File: src/rtl/bram_sum_fifo_pkg.sv
// rtl/bram_sum_fifo_pkg.sv - shared FSM states, default parameters and sum width helper
// for the BRAM sweep-and-sum buffer.
package bram_sum_fifo_pkg;

  typedef enum logic [1:0] {
    ST_IDLE  = 2'd0,
    ST_ISSUE = 2'd1,
    ST_DRAIN = 2'd2
  } state_e;

  localparam int DEF_NCH    = 2;
  localparam int DEF_DW     = 4;
  localparam int DEF_NWORDS = 10;
  localparam int DEF_ADDR_W = 4;
  localparam int DEF_DEPTH  = 16;
  localparam int DEF_RD_LAT = 1;

  // Wide enough that NCH maximal channel values never overflow.
  function automatic int sum_width(input int nch, input int dw);
    return dw + $clog2(nch);
  endfunction

endpackage

File: src/rtl/bram_sum_fifo_if.sv
// rtl/bram_sum_fifo_if.sv - control, BRAM and FIFO read-side signals of bram_sum_fifo.
interface bram_sum_fifo_if
  import bram_sum_fifo_pkg::*;
#(
  parameter int NCH    = DEF_NCH,
  parameter int DW     = DEF_DW,
  parameter int ADDR_W = DEF_ADDR_W,
  parameter int DEPTH  = DEF_DEPTH
);
  localparam int SW = sum_width(NCH, DW);
  localparam int CW = $clog2(DEPTH) + 1;

  logic              start;
  logic [ADDR_W-1:0] rd_addr;
  logic [NCH*DW-1:0] ch_data;
  logic              pop;
  logic [SW-1:0]     dout;
  logic              dout_valid;
  logic              full;
  logic              empty;
  logic [CW-1:0]     count;
  logic              busy;

  modport master (
    output start, ch_data, pop,
    input  rd_addr, dout, dout_valid, full, empty, count, busy
  );

  modport slave (
    input  start, ch_data, pop,
    output rd_addr, dout, dout_valid, full, empty, count, busy
  );

endinterface

File: src/rtl/bram_sum_fifo_sync_fifo.sv
// rtl/bram_sum_fifo_sync_fifo.sv - single-clock FIFO with exact count; BRAM_SUM_FIFO_FWFT_EN
// selects first-word fall-through, otherwise a registered one-cycle read pulse.
module sync_fifo #(
  parameter int DEPTH = 16,
  parameter int W     = 5
) (
  input  logic                   clk,
  input  logic                   rst_n,
  input  logic                   push,
  input  logic [W-1:0]           wdata,
  input  logic                   pop,
  output logic [W-1:0]           rdata,
  output logic                   rvalid,
  output logic                   full,
  output logic                   empty,
  output logic [$clog2(DEPTH):0] count
);
  localparam int PW = $clog2(DEPTH);

  logic [W-1:0]  mem [DEPTH];
  logic [PW-1:0] wptr_q, wptr_d, rptr_q, rptr_d;
  logic [PW:0]   count_q, count_d;
  logic          full_q, full_d, empty_q, empty_d;
  logic          push_ok, pop_ok;

  // A push into a full FIFO is still legal when a pop frees the slot in the same cycle.
  assign pop_ok  = pop && !empty_q;
  assign push_ok = push && (!full_q || pop_ok);

  always_comb begin
    wptr_d  = wptr_q + PW'(push_ok);
    rptr_d  = rptr_q + PW'(pop_ok);
    count_d = count_q + (PW+1)'(push_ok) - (PW+1)'(pop_ok);
    full_d  = (count_d == (PW+1)'(DEPTH));
    empty_d = (count_d == '0);
  end

  always_ff @(posedge clk or negedge rst_n) begin
    if (!rst_n) begin
      wptr_q  <= '0;
      rptr_q  <= '0;
      count_q <= '0;
      full_q  <= 1'b0;
      empty_q <= 1'b1;
    end else begin
      wptr_q  <= wptr_d;
      rptr_q  <= rptr_d;
      count_q <= count_d;
      full_q  <= full_d;
      empty_q <= empty_d;
    end
  end

  always_ff @(posedge clk) begin
    if (push_ok) mem[wptr_q] <= wdata;
  end

  assign full  = full_q;
  assign empty = empty_q;
  assign count = count_q;

`ifdef BRAM_SUM_FIFO_FWFT_EN
  assign rdata  = empty_q ? '0 : mem[rptr_q];
  assign rvalid = !empty_q;
`else
  logic [W-1:0] dout_q, dout_d;
  logic         dv_q, dv_d;

  always_comb begin
    dout_d = pop_ok ? mem[rptr_q] : dout_q;
    dv_d   = pop_ok;
  end

  always_ff @(posedge clk or negedge rst_n) begin
    if (!rst_n) begin
      dout_q <= '0;
      dv_q   <= 1'b0;
    end else begin
      dout_q <= dout_d;
      dv_q   <= dv_d;
    end
  end

  assign rdata  = dout_q;
  assign rvalid = dv_q;
`endif

endmodule

File: src/rtl/bram_sum_fifo.sv
// rtl/bram_sum_fifo.sv - sweeps NWORDS BRAM addresses, sums NCH channels into a FIFO read
// one word per pop; BRAM_SUM_FIFO_FWFT_EN selects the FIFO read mode.
module bram_sum_fifo
  import bram_sum_fifo_pkg::*;
#(
  parameter int NCH    = DEF_NCH,
  parameter int DW     = DEF_DW,
  parameter int NWORDS = DEF_NWORDS,
  parameter int ADDR_W = DEF_ADDR_W,
  parameter int DEPTH  = DEF_DEPTH,
  parameter int RD_LAT = DEF_RD_LAT
) (
  input logic            fclk,
  input logic            reset,
  bram_sum_fifo_if.slave bus
);
  localparam int SW = sum_width(NCH, DW);
  localparam int CW = $clog2(DEPTH) + 1;
  localparam int IW = $clog2(RD_LAT + 1);

  state_e            state_q, state_d;
  logic [ADDR_W-1:0] addr_q, addr_d;
  logic [IW-1:0]     inflight_q, inflight_d;
  logic [RD_LAT-1:0] vpipe_q, vpipe_d;
  logic              issue, push, drain_done, last_addr;
  logic [CW:0]       occupancy;
  logic [SW-1:0]     sum;

  // Reserving FIFO space for in-flight reads is what guarantees no word is ever dropped.
  assign push      = vpipe_q[RD_LAT-1];
  assign occupancy = {1'b0, bus.count} + (CW+1)'(inflight_q);
  assign last_addr = (addr_q == ADDR_W'(NWORDS - 1));

  always_ff @(posedge fclk or negedge reset) begin
    if (!reset) state_q <= ST_IDLE;
    else        state_q <= state_d;
  end

  always_comb begin
    state_d = state_q;
    case (state_q)
      ST_IDLE:  if (bus.start) state_d = ST_ISSUE;
      ST_ISSUE: if (issue && last_addr) state_d = ST_DRAIN;
      ST_DRAIN: if (drain_done) state_d = ST_IDLE;
      default:  state_d = ST_IDLE;
    endcase
  end

  always_comb begin
    issue      = 1'b0;
    drain_done = 1'b0;
    case (state_q)
      ST_ISSUE: issue      = (occupancy < (CW+1)'(DEPTH));
      ST_DRAIN: drain_done = (inflight_q == IW'(push));
      default:  ;
    endcase
  end

  always_comb begin
    addr_d = addr_q;
    if (drain_done)  addr_d = '0;
    else if (issue)  addr_d = addr_q + ADDR_W'(1);
    inflight_d = inflight_q + IW'(issue) - IW'(push);
    vpipe_d    = RD_LAT'({vpipe_q, issue});
  end

  always_ff @(posedge fclk or negedge reset) begin
    if (!reset) begin
      addr_q     <= '0;
      inflight_q <= '0;
      vpipe_q    <= '0;
    end else begin
      addr_q     <= addr_d;
      inflight_q <= inflight_d;
      vpipe_q    <= vpipe_d;
    end
  end

  always_comb begin
    sum = '0;
    for (int k = 0; k < NCH; k++) sum = sum + SW'(bus.ch_data[k*DW +: DW]);
  end

  sync_fifo #(
    .DEPTH (DEPTH),
    .W     (SW)
  ) u_fifo (
    .clk    (fclk),
    .rst_n  (reset),
    .push   (push),
    .wdata  (sum),
    .pop    (bus.pop),
    .rdata  (bus.dout),
    .rvalid (bus.dout_valid),
    .full   (bus.full),
    .empty  (bus.empty),
    .count  (bus.count)
  );

  assign bus.rd_addr = addr_q;
  assign bus.busy    = (state_q != ST_IDLE);

endmodule

File: src/flat_wrapper.sv
// flat-port wrapper written by rule: the top's interface ports become plain ports
module bram_sum_fifo_flat import bram_sum_fifo_pkg::*;
#(
  parameter int NCH    = DEF_NCH,
  parameter int DW     = DEF_DW,
  parameter int NWORDS = DEF_NWORDS,
  parameter int ADDR_W = DEF_ADDR_W,
  parameter int DEPTH  = DEF_DEPTH,
  parameter int RD_LAT = DEF_RD_LAT
)
  (fclk, reset, bus_start, bus_ch_data, bus_pop, bus_rd_addr, bus_dout, bus_dout_valid, bus_full, bus_empty, bus_count, bus_busy);
  bram_sum_fifo_if #(.NCH(NCH), .DW(DW), .ADDR_W(ADDR_W), .DEPTH(DEPTH)) bus_i ();
  input logic fclk;
  input logic reset;
  input wire logic [$bits(bus_i.start)-1:0] bus_start;
  input wire logic [$bits(bus_i.ch_data)-1:0] bus_ch_data;
  input wire logic [$bits(bus_i.pop)-1:0] bus_pop;
  output wire logic [$bits(bus_i.rd_addr)-1:0] bus_rd_addr;
  output wire logic [$bits(bus_i.dout)-1:0] bus_dout;
  output wire logic [$bits(bus_i.dout_valid)-1:0] bus_dout_valid;
  output wire logic [$bits(bus_i.full)-1:0] bus_full;
  output wire logic [$bits(bus_i.empty)-1:0] bus_empty;
  output wire logic [$bits(bus_i.count)-1:0] bus_count;
  output wire logic [$bits(bus_i.busy)-1:0] bus_busy;
  assign bus_i.start = bus_start;
  assign bus_i.ch_data = bus_ch_data;
  assign bus_i.pop = bus_pop;
  assign bus_rd_addr = bus_i.rd_addr;
  assign bus_dout = bus_i.dout;
  assign bus_dout_valid = bus_i.dout_valid;
  assign bus_full = bus_i.full;
  assign bus_empty = bus_i.empty;
  assign bus_count = bus_i.count;
  assign bus_busy = bus_i.busy;
  bram_sum_fifo #(.NCH(NCH), .DW(DW), .NWORDS(NWORDS), .ADDR_W(ADDR_W), .DEPTH(DEPTH), .RD_LAT(RD_LAT)) u_core (.fclk(fclk), .reset(reset), .bus(bus_i));
endmodule
File: config.mk
export PLATFORM = sky130hd
export DESIGN_NAME = bram_sum_fifo_flat
export DESIGN_NICKNAME = d
export VERILOG_FILES = /design/src/rtl/bram_sum_fifo_pkg.sv /design/src/rtl/bram_sum_fifo_if.sv /design/src/rtl/bram_sum_fifo_sync_fifo.sv /design/src/rtl/bram_sum_fifo.sv /design/src/flat_wrapper.sv
export SDC_FILE = /design/constraint.sdc
export NUM_CORES = 1
export LEC_CHECK = 0
export CORE_MARGIN = 2
export CORE_UTILIZATION = 41
export CTS_CLUSTER_DIAMETER = 40
export DETAILED_ROUTE_END_ITERATION = 7
export GPL_ROUTABILITY_DRIVEN = 0
export GPL_TIMING_DRIVEN = 0
export HOLD_SLACK_MARGIN = 0.08
export PLACE_DENSITY = 0.71
export SLEW_MARGIN = 20
export SYNTH_ARGS = -nofsm -noshare
export SYNTH_HDL_FRONTEND = slang
export SYNTH_HIERARCHICAL = 1
export SYNTH_SLANG_ARGS = --single-unit
File: constraint.sdc
create_clock -name fclk -period 3 [get_ports fclk]
set_clock_uncertainty 0.15 [all_clocks]
set_input_delay 0.6 -clock fclk [delete_from_list [all_inputs] [get_ports fclk]]
set_output_delay 0.6 -clock fclk [all_outputs]
set_load 0.005 [all_outputs]
# Word-level counts from Yosys, hierarchy flattened
# Memories as Yosys holds them, arrays and structs flattened. A register that Yosys moved wholly into a read port is not among the register bits.
# Index checks and enable logic that the tools add are counted.
dict set report totals {
  register_bits 24
  latch_bits 0
  ram_bits 80
  rom_bits 0
  inputBits 12
  memories 1
}
# name words word_bits rd rd_clocked_by_memory_dff write_ports line
set memory_table {}
lappend memory_table {u_core.u_fifo.mem 16 5 1 1 1 bram_sum_fifo_sync_fifo.sv:20} ;# logic [W-1:0] mem [DEPTH];
dict set report op_classes {
  n_addsub 9
  mul 0
  div_mod_pow 0
  magnitude_cmp 1
  eq_ne 8
  shifts 0
  mux 10
  n_bitwise 0
  reduce_logical 12
}
# operator count
set ops {}
lappend ops {{$add A4 B1 Y4} 2}
lappend ops {{$mux W4} 2}
lappend ops {{$add A5 B1 Y6} 1}
lappend ops {{$lt A6 B5 Y1 const B} 1}
lappend ops {{$mux W2} 3}
lappend ops {{$pmux W2 S3} 1}
lappend ops {{$add A4 B4 Y5} 1}
lappend ops {{$add A5 B1 Y5} 1}
lappend ops {{$eq A5 B5 Y1 const B} 1}
lappend ops {{$logic_not A5 Y1} 1}
lappend ops {{$sub A5 B1 Y5} 1}
lappend ops {{$add A4 B1 Y4 const B} 1}
lappend ops {{$eq A4 B4 Y1 const B} 1}
lappend ops {{$mux W1} 4}
lappend ops {{$ne A2 B1 Y1 const B} 2}
lappend ops {{$reduce_bool A2 Y1} 2}
lappend ops {{$logic_and A1 B1 Y1} 3}
lappend ops {{$logic_not A1 Y1} 3}
lappend ops {{$reduce_and A3 Y1} 1}
lappend ops {{$eq A2 B1 Y1 const B} 1}
lappend ops {{$eq A2 B2 Y1 const B} 1}
lappend ops {{$logic_not A2 Y1} 1}
lappend ops {{$ne A2 B2 Y1 const B} 1}
lappend ops {{$add A1 B1 Y1} 1}
lappend ops {{3 further kinds} 3}

# Depth between registers and ports, before layout
dict set report logic_depth {
  ltp_word 7
  ltp_mapped 10
  mapped_depth_nobuf 10
}

# Modules after synthesis
# Netlist, hierarchy kept.
# mod n_inst cells_per_inst area_each_um2 seq_area_each_um2
set modules_own_cells {}
lappend modules_own_cells {sync_fifo 1 210 4000.1 2929.1}
lappend modules_own_cells {bram_sum_fifo 1 53 556.8 200.2}

# Worst setup path after synthesis
# No wires, ideal clock.
dict set report synth_path {
  kind {input port to flip-flop}
  startpoint {input bus_pop}
  endpoint {register u_core.u_fifo.full_q (netlist: u_core/u_fifo/full)}
  t_arrival_ns 2.600
  setup_slack_ns 0.162
  cell_stages 8
  n_path_buf 1
  cell_sequence {nor2b_1 > clkbuf_1 > ha_1 > inv_1 > ha_1 > fa_1 > or3_1 > nor3b_1}
}
dict set report synth_between {
  elab_chain_cells 6
}
# item line
set synth_rtl {}
lappend synth_rtl {{start: declaration} flat_wrapper.sv:17} ;# input wire logic [$bits(bus_i.pop)-1:0] bus_pop;
lappend synth_rtl {{$logic_and A1 B1 Y1 (*)} bram_sum_fifo_sync_fifo.sv:27} ;# assign pop_ok = pop && !empty_q;
lappend synth_rtl {{net u_core.u_fifo.dv_d} bram_sum_fifo_sync_fifo.sv:67} ;# logic dv_q, dv_d;
lappend synth_rtl {{$logic_or A1 B1 Y1} bram_sum_fifo_sync_fifo.sv:28} ;# assign push_ok = push && (!full_q || pop_ok);
lappend synth_rtl {{$logic_and A1 B1 Y1} bram_sum_fifo_sync_fifo.sv:28}
lappend synth_rtl {{$add A5 B1 Y5} bram_sum_fifo_sync_fifo.sv:33} ;# count_d = count_q + (PW+1)'(push_ok) - (PW+1)'(pop_ok);
lappend synth_rtl {{$sub A5 B1 Y5 (*)} bram_sum_fifo_sync_fifo.sv:33}
lappend synth_rtl {{net u_core.u_fifo.count_d[1]} bram_sum_fifo_sync_fifo.sv:22} ;# logic [PW:0] count_q, count_d;
lappend synth_rtl {{$eq A5 B5 Y1 (*)} bram_sum_fifo_sync_fifo.sv:34} ;# full_d = (count_d == (PW+1)'(DEPTH));
lappend synth_rtl {{net u_core.u_fifo.full_d} bram_sum_fifo_sync_fifo.sv:23} ;# logic full_q, full_d, empty_q, empty_d;
lappend synth_rtl {{end signal: assignment} bram_sum_fifo_sync_fifo.sv:49} ;# full_q <= full_d;
lappend synth_rtl {{end: declaration} bram_sum_fifo_sync_fifo.sv:23}
# Mark *: on every way through the listed nets, which the timed path passes. The rest lies on a longest branch.
# A chain may end at the register's enable or synchronous reset.

# Worst setup path after layout
dict set report layout_path {
  startpoint {input bus_pop}
  endpoint {register u_core.u_fifo.full_q (netlist: u_core/u_fifo/full)}
}
dict set report layout_between {
  elab_chain_cells 6
}
# item line
set layout_rtl {}
lappend layout_rtl {{$logic_and A1 B1 Y1 (*)} bram_sum_fifo_sync_fifo.sv:27}
lappend layout_rtl {{$logic_or A1 B1 Y1} bram_sum_fifo_sync_fifo.sv:28}
lappend layout_rtl {{$logic_and A1 B1 Y1} bram_sum_fifo_sync_fifo.sv:28}
lappend layout_rtl {{$add A5 B1 Y5} bram_sum_fifo_sync_fifo.sv:33}
lappend layout_rtl {{$sub A5 B1 Y5 (*)} bram_sum_fifo_sync_fifo.sv:33}
lappend layout_rtl {{net u_core.u_fifo.count_d[4]} bram_sum_fifo_sync_fifo.sv:22}
lappend layout_rtl {{$eq A5 B5 Y1 (*)} bram_sum_fifo_sync_fifo.sv:34}
lappend layout_rtl {{net u_core.u_fifo.full_d} bram_sum_fifo_sync_fifo.sv:23}
# Marked as above.

==> results.md <==
* # fillers at 933
* Synth area leaders: edfxtp_1 (53%), dfrtp_1 (15%), mux4_2 (9.9%), ha_1 (4.1%), xnor2_1 (2.1%)
* Post-Syn Nets at 292
* Core area at 10840 um^2
* Yosys top cell by area: edfxtp_1
* 1st-pass router iterations at 6
* Tcrit/Tclk final at 96.92%
* Final worst slack at 92.44 ps
* Drt initial violations at 198
* Register area share after synthesis at 68.67%
* Synth Area in Compound Gates at 4.064%
* Worst Setup Path Type: in2reg
* RSZ-0062 raised after global routing: no
* Worst hold slack at 99.14 ps
* First-pass GRT wire length at 12.61 mm
* Pint at 0.003259 W
* WL final at 7.829 mm
* Netlist cell types at 39
* Critical path cell sequence: clkdlybuf4s50_1, nor2b_4, o21ai_2, ha_1, inv_1, ha_1, fa_1, a21o_1, a21oi_1, xnor2_1, nor3b_1
* Vias at 2354
* Uppermost routed layer: met4
* Synth top area share at 52.72%
* Pre-CTS WS at -614.0 ps
* Setup violators final at 0
* Die ar. at 11970 um^2
* CTS Root Cell: clkbuf_8
* Die width at 109.4 um
* Antenna diode count at 0
* Synthesized area at 4557 um^2
* Worst-Skew Late Latency at 370 ps
* FMAX at 343.9 MHz
* Synth-to-layout area growth at 15.05%
* TritonCTS Buffers at 9
* Critical Path AT at 3050 ps
* Final slew viol count at 0
* Hold Crit Class: in2async
* Per-cell routed wire length at 17.48 um
* Clock share of power at 17.7%
* Yosys Warn Count at 6
* ANT nets after route at 0
* Register bit total from synthesis at 109
* Largest stage delay, worst path at 460 ps
* Leakage power at 1.863 nW
* Setup crit end kind: flop
* Worst-Margin Slew at 761.9 ps
* Critical path peak fanout at 4
* Crit-path slowest cell: clkdlybuf4s50_1
* Net Sw Power at 0.001660 W
* Post-CTS sizing at 4
* CTS tree: yes
* Reg2reg path depth at 10
* Clock sink count at 109
* DR vias/cell at 5.254
* Critical R2R Launch: u_core/u_fifo/empty
* GR Overflow Total at 0
* Final TNS setup at 0 ps
* Crit path top cell by count: ha_1
* Outcome: completed
* Wl on met1 at 3.483 mm
* WP data required at 3140 ps
* Minimum clock period at 2908 ps
* Main combinational cell family by area after synthesis: multiplexers
* Total number of H-tree levels at 3
* Max_slew headroom at 48.96%
* Number of global-route vias before repair at 2407
* Die height at 109.4 um
* Initial antenna violation count at 0
* Final net count at 332
* Final HPWL from detailed placement at 5.427 mm
* Sequential power share at 44.0%
* GRT Total Usage at 14.49%
* Maximum vdd drop at 0.4992 mV
* Setup repair bufs after CTS at 0
* Power Density at 938.3 nW/um^2
* Synth Area in XOR/XNOR at 2.691%
* Adder-cell share of the synthesized area at 4.997%
* Post-Synthesis Cells at 263
* Fraction of layout cells with a size suffix above 1 at 18.51%
* Total chip power at 0.004919 W
* Avg Cell Area, Syn at 17.33 um^2
* RR Endpoint: u_core/u_fifo/full
* Starting Density at 42.04%
* Max-cap violation count at 0
* Post-synthesis simple-gate area fraction at 5.162%
* Register clock-pin slew on the reported worst setup and hold paths at 110 ps
* Clock buffer depth at 2
* Met2 routed WL at 3.918 mm
* IO Count at 30
* CTS Hold Bufs at 0
* Number of I/O port buffers at 29
* Post-synthesis mux area share at 12.22%
* R2R Setup Slk at 270 ps
* DRC at 0
* Routed length on met3 at 346 um
* Largest net degree at the start of global routing at 30
* Switching fraction of total power at 33.74%
* Final hold violation count at 0
* Critical path startpoint category: primary input
* Row cnt at 38
* Logic pwr share at 38.3%
-- power groups by stage --
stage	Clock, W	Sequential (W)	Combinational [W]
global route	0.000952	0.00220	0.00211
finish	0.000869	0.00216	0.00189
global placement	0	0.00218	0.00185
floorplan	0	0.00216	0.00131
detailed placement	0	0.00220	0.00190
CTS	0.000893	0.00217	0.00191
-- routing by layer --
metal,GRT usage [%],vias up
met5,0,-
met4,4.611,0
met3,3.438,7
met2,23.94,62
met1,19.05,1198
li1,-,1087
-- cell type report --
class	count	area, um^2	area share (%)
Tap cell	140	175.2	3.341
Clock buffer	9	123.9	2.363
Multi-Input combinational cell	130	1354	25.82
Timing Repair Buffer	29	285.3	5.442
Sequential cell	109	3129	59.69
Buffer	9	47.55	0.9069
Inverter	15	56.30	1.074
Clock inverter	7	71.32	1.360
-- registers in the layout, summed over array words and instances, names as in the netlist --
name and cells:
u_core/u_fifo/empty 1, u_core/inflight_q 1, u_core/u_fifo/rdata 5, u_core/push 1
u_core/state_q 2, u_core/u_fifo/wptr_q 4, u_core/u_fifo/rptr_q 4, u_core/bus.rd_addr 4
u_core/u_fifo/full 1, u_core/u_fifo/rvalid 1, u_core/u_fifo/mem 80, u_core/u_fifo/count 5
-- critical path, delay by kind of cell --
kind	cells	cell delay, ps
compound gates	3	460
simple gates	2	400
xor+xnor	1	190
fa+ha+maj	3	890
buf+inv	2	500
-- synthesized netlist by cell type --
cell and number:
ha_1 15, a21oi_1 5, a211oi_4 1, nand2b_2 1, mux2_2 5, dfstp_2 1, fa_1 2, buf_1 2
o31ai_1 1, inv_2 1, nand3b_1 2, o211a_1 1, nand2b_1 5, o21ai_0 3, clkbuf_1 4, or3_1 3
xnor2_1 11, mux2i_1 5, xor2_1 3, and3_1 1, o22ai_1 5, a31oi_1 5, dfrtp_1 28, edfxtp_1 80
nand4b_1 1, a2111oi_2 1, a21o_1 4, nand2_1 1, mux4_2 20, nor2_1 14, buf_6 1, nor3_1 5
nand3_1 4, nor3b_1 2, inv_1 14, and4_4 1, buf_2 2, nor2b_1 2, or2_2 1
-- through the flow --
step | utilization (%) | instances | cell area (um^2)
after floorplan | - | 263 | 4557
after global placement | 46.33 | 432 | 5022
after detailed placement | 46.35 | 432 | 5025
after CTS | 48.22 | 448 | 5228
after global routing | 48.36 | 448 | 5243
final | 48.36 | 448 | 5243
-- cells in the final DEF (no fill, tap or decap), types with 2 or more instances in the layout --
cell type / synthesis / final
edfxtp_1: 80 / 80
buf_1: 2 / 2
clkbuf_1: 4 / 3
xnor2_2: 0 / 2
mux2_2: 5 / 5
clkdlybuf4s50_1: 0 / 28
inv_8: 0 / 4
a31oi_1: 5 / 5
fa_1: 2 / 2
a21oi_1: 5 / 5
a21o_1: 4 / 4
inv_1: 14 / 14
o22ai_1: 5 / 5
ha_1: 15 / 15
nor3_1: 5 / 5
nand3b_1: 2 / 2
nand3_1: 4 / 4
o21ai_0: 3 / 2
nor2_1: 14 / 14
nor3b_1: 2 / 2
buf_2: 2 / 3
xnor2_1: 11 / 9
dfrtp_1: 28 / 28
clkbuf_8: 0 / 9
or3_1: 3 / 3
mux4_2: 20 / 20
nand2b_1: 5 / 5
inv_6: 0 / 2
mux2i_1: 5 / 5
xor2_1: 3 / 3
-- worst max-delay path by stage --
stage	start	endpoint	slack [ps]	cells after the start
after global routing	bus_pop	u_core/u_fifo/full	30	11
after global placement	bus_pop	u_core/u_fifo/full	-570	11
after CTS	bus_pop	u_core/u_fifo/full	20	11
after detailed placement	bus_pop	u_core/u_fifo/full	-610	11
final	bus_pop	u_core/u_fifo/full	90	11
after floorplan	bus_pop	u_core/u_fifo/full	160	8
-- kinds of logic (layout without fill, tap and decap cells) --
group                      Yosys count  after routing
adders and majority gates           17             17
AOI/OAI and AO/OA                   26             26
xor gates and xnor gates            14             14
muxes                               30             30
DFF                                109            109
and+or+nand+nor                     43             43
buffers and inverters               24             69
(Power assumes the default switching activity.)
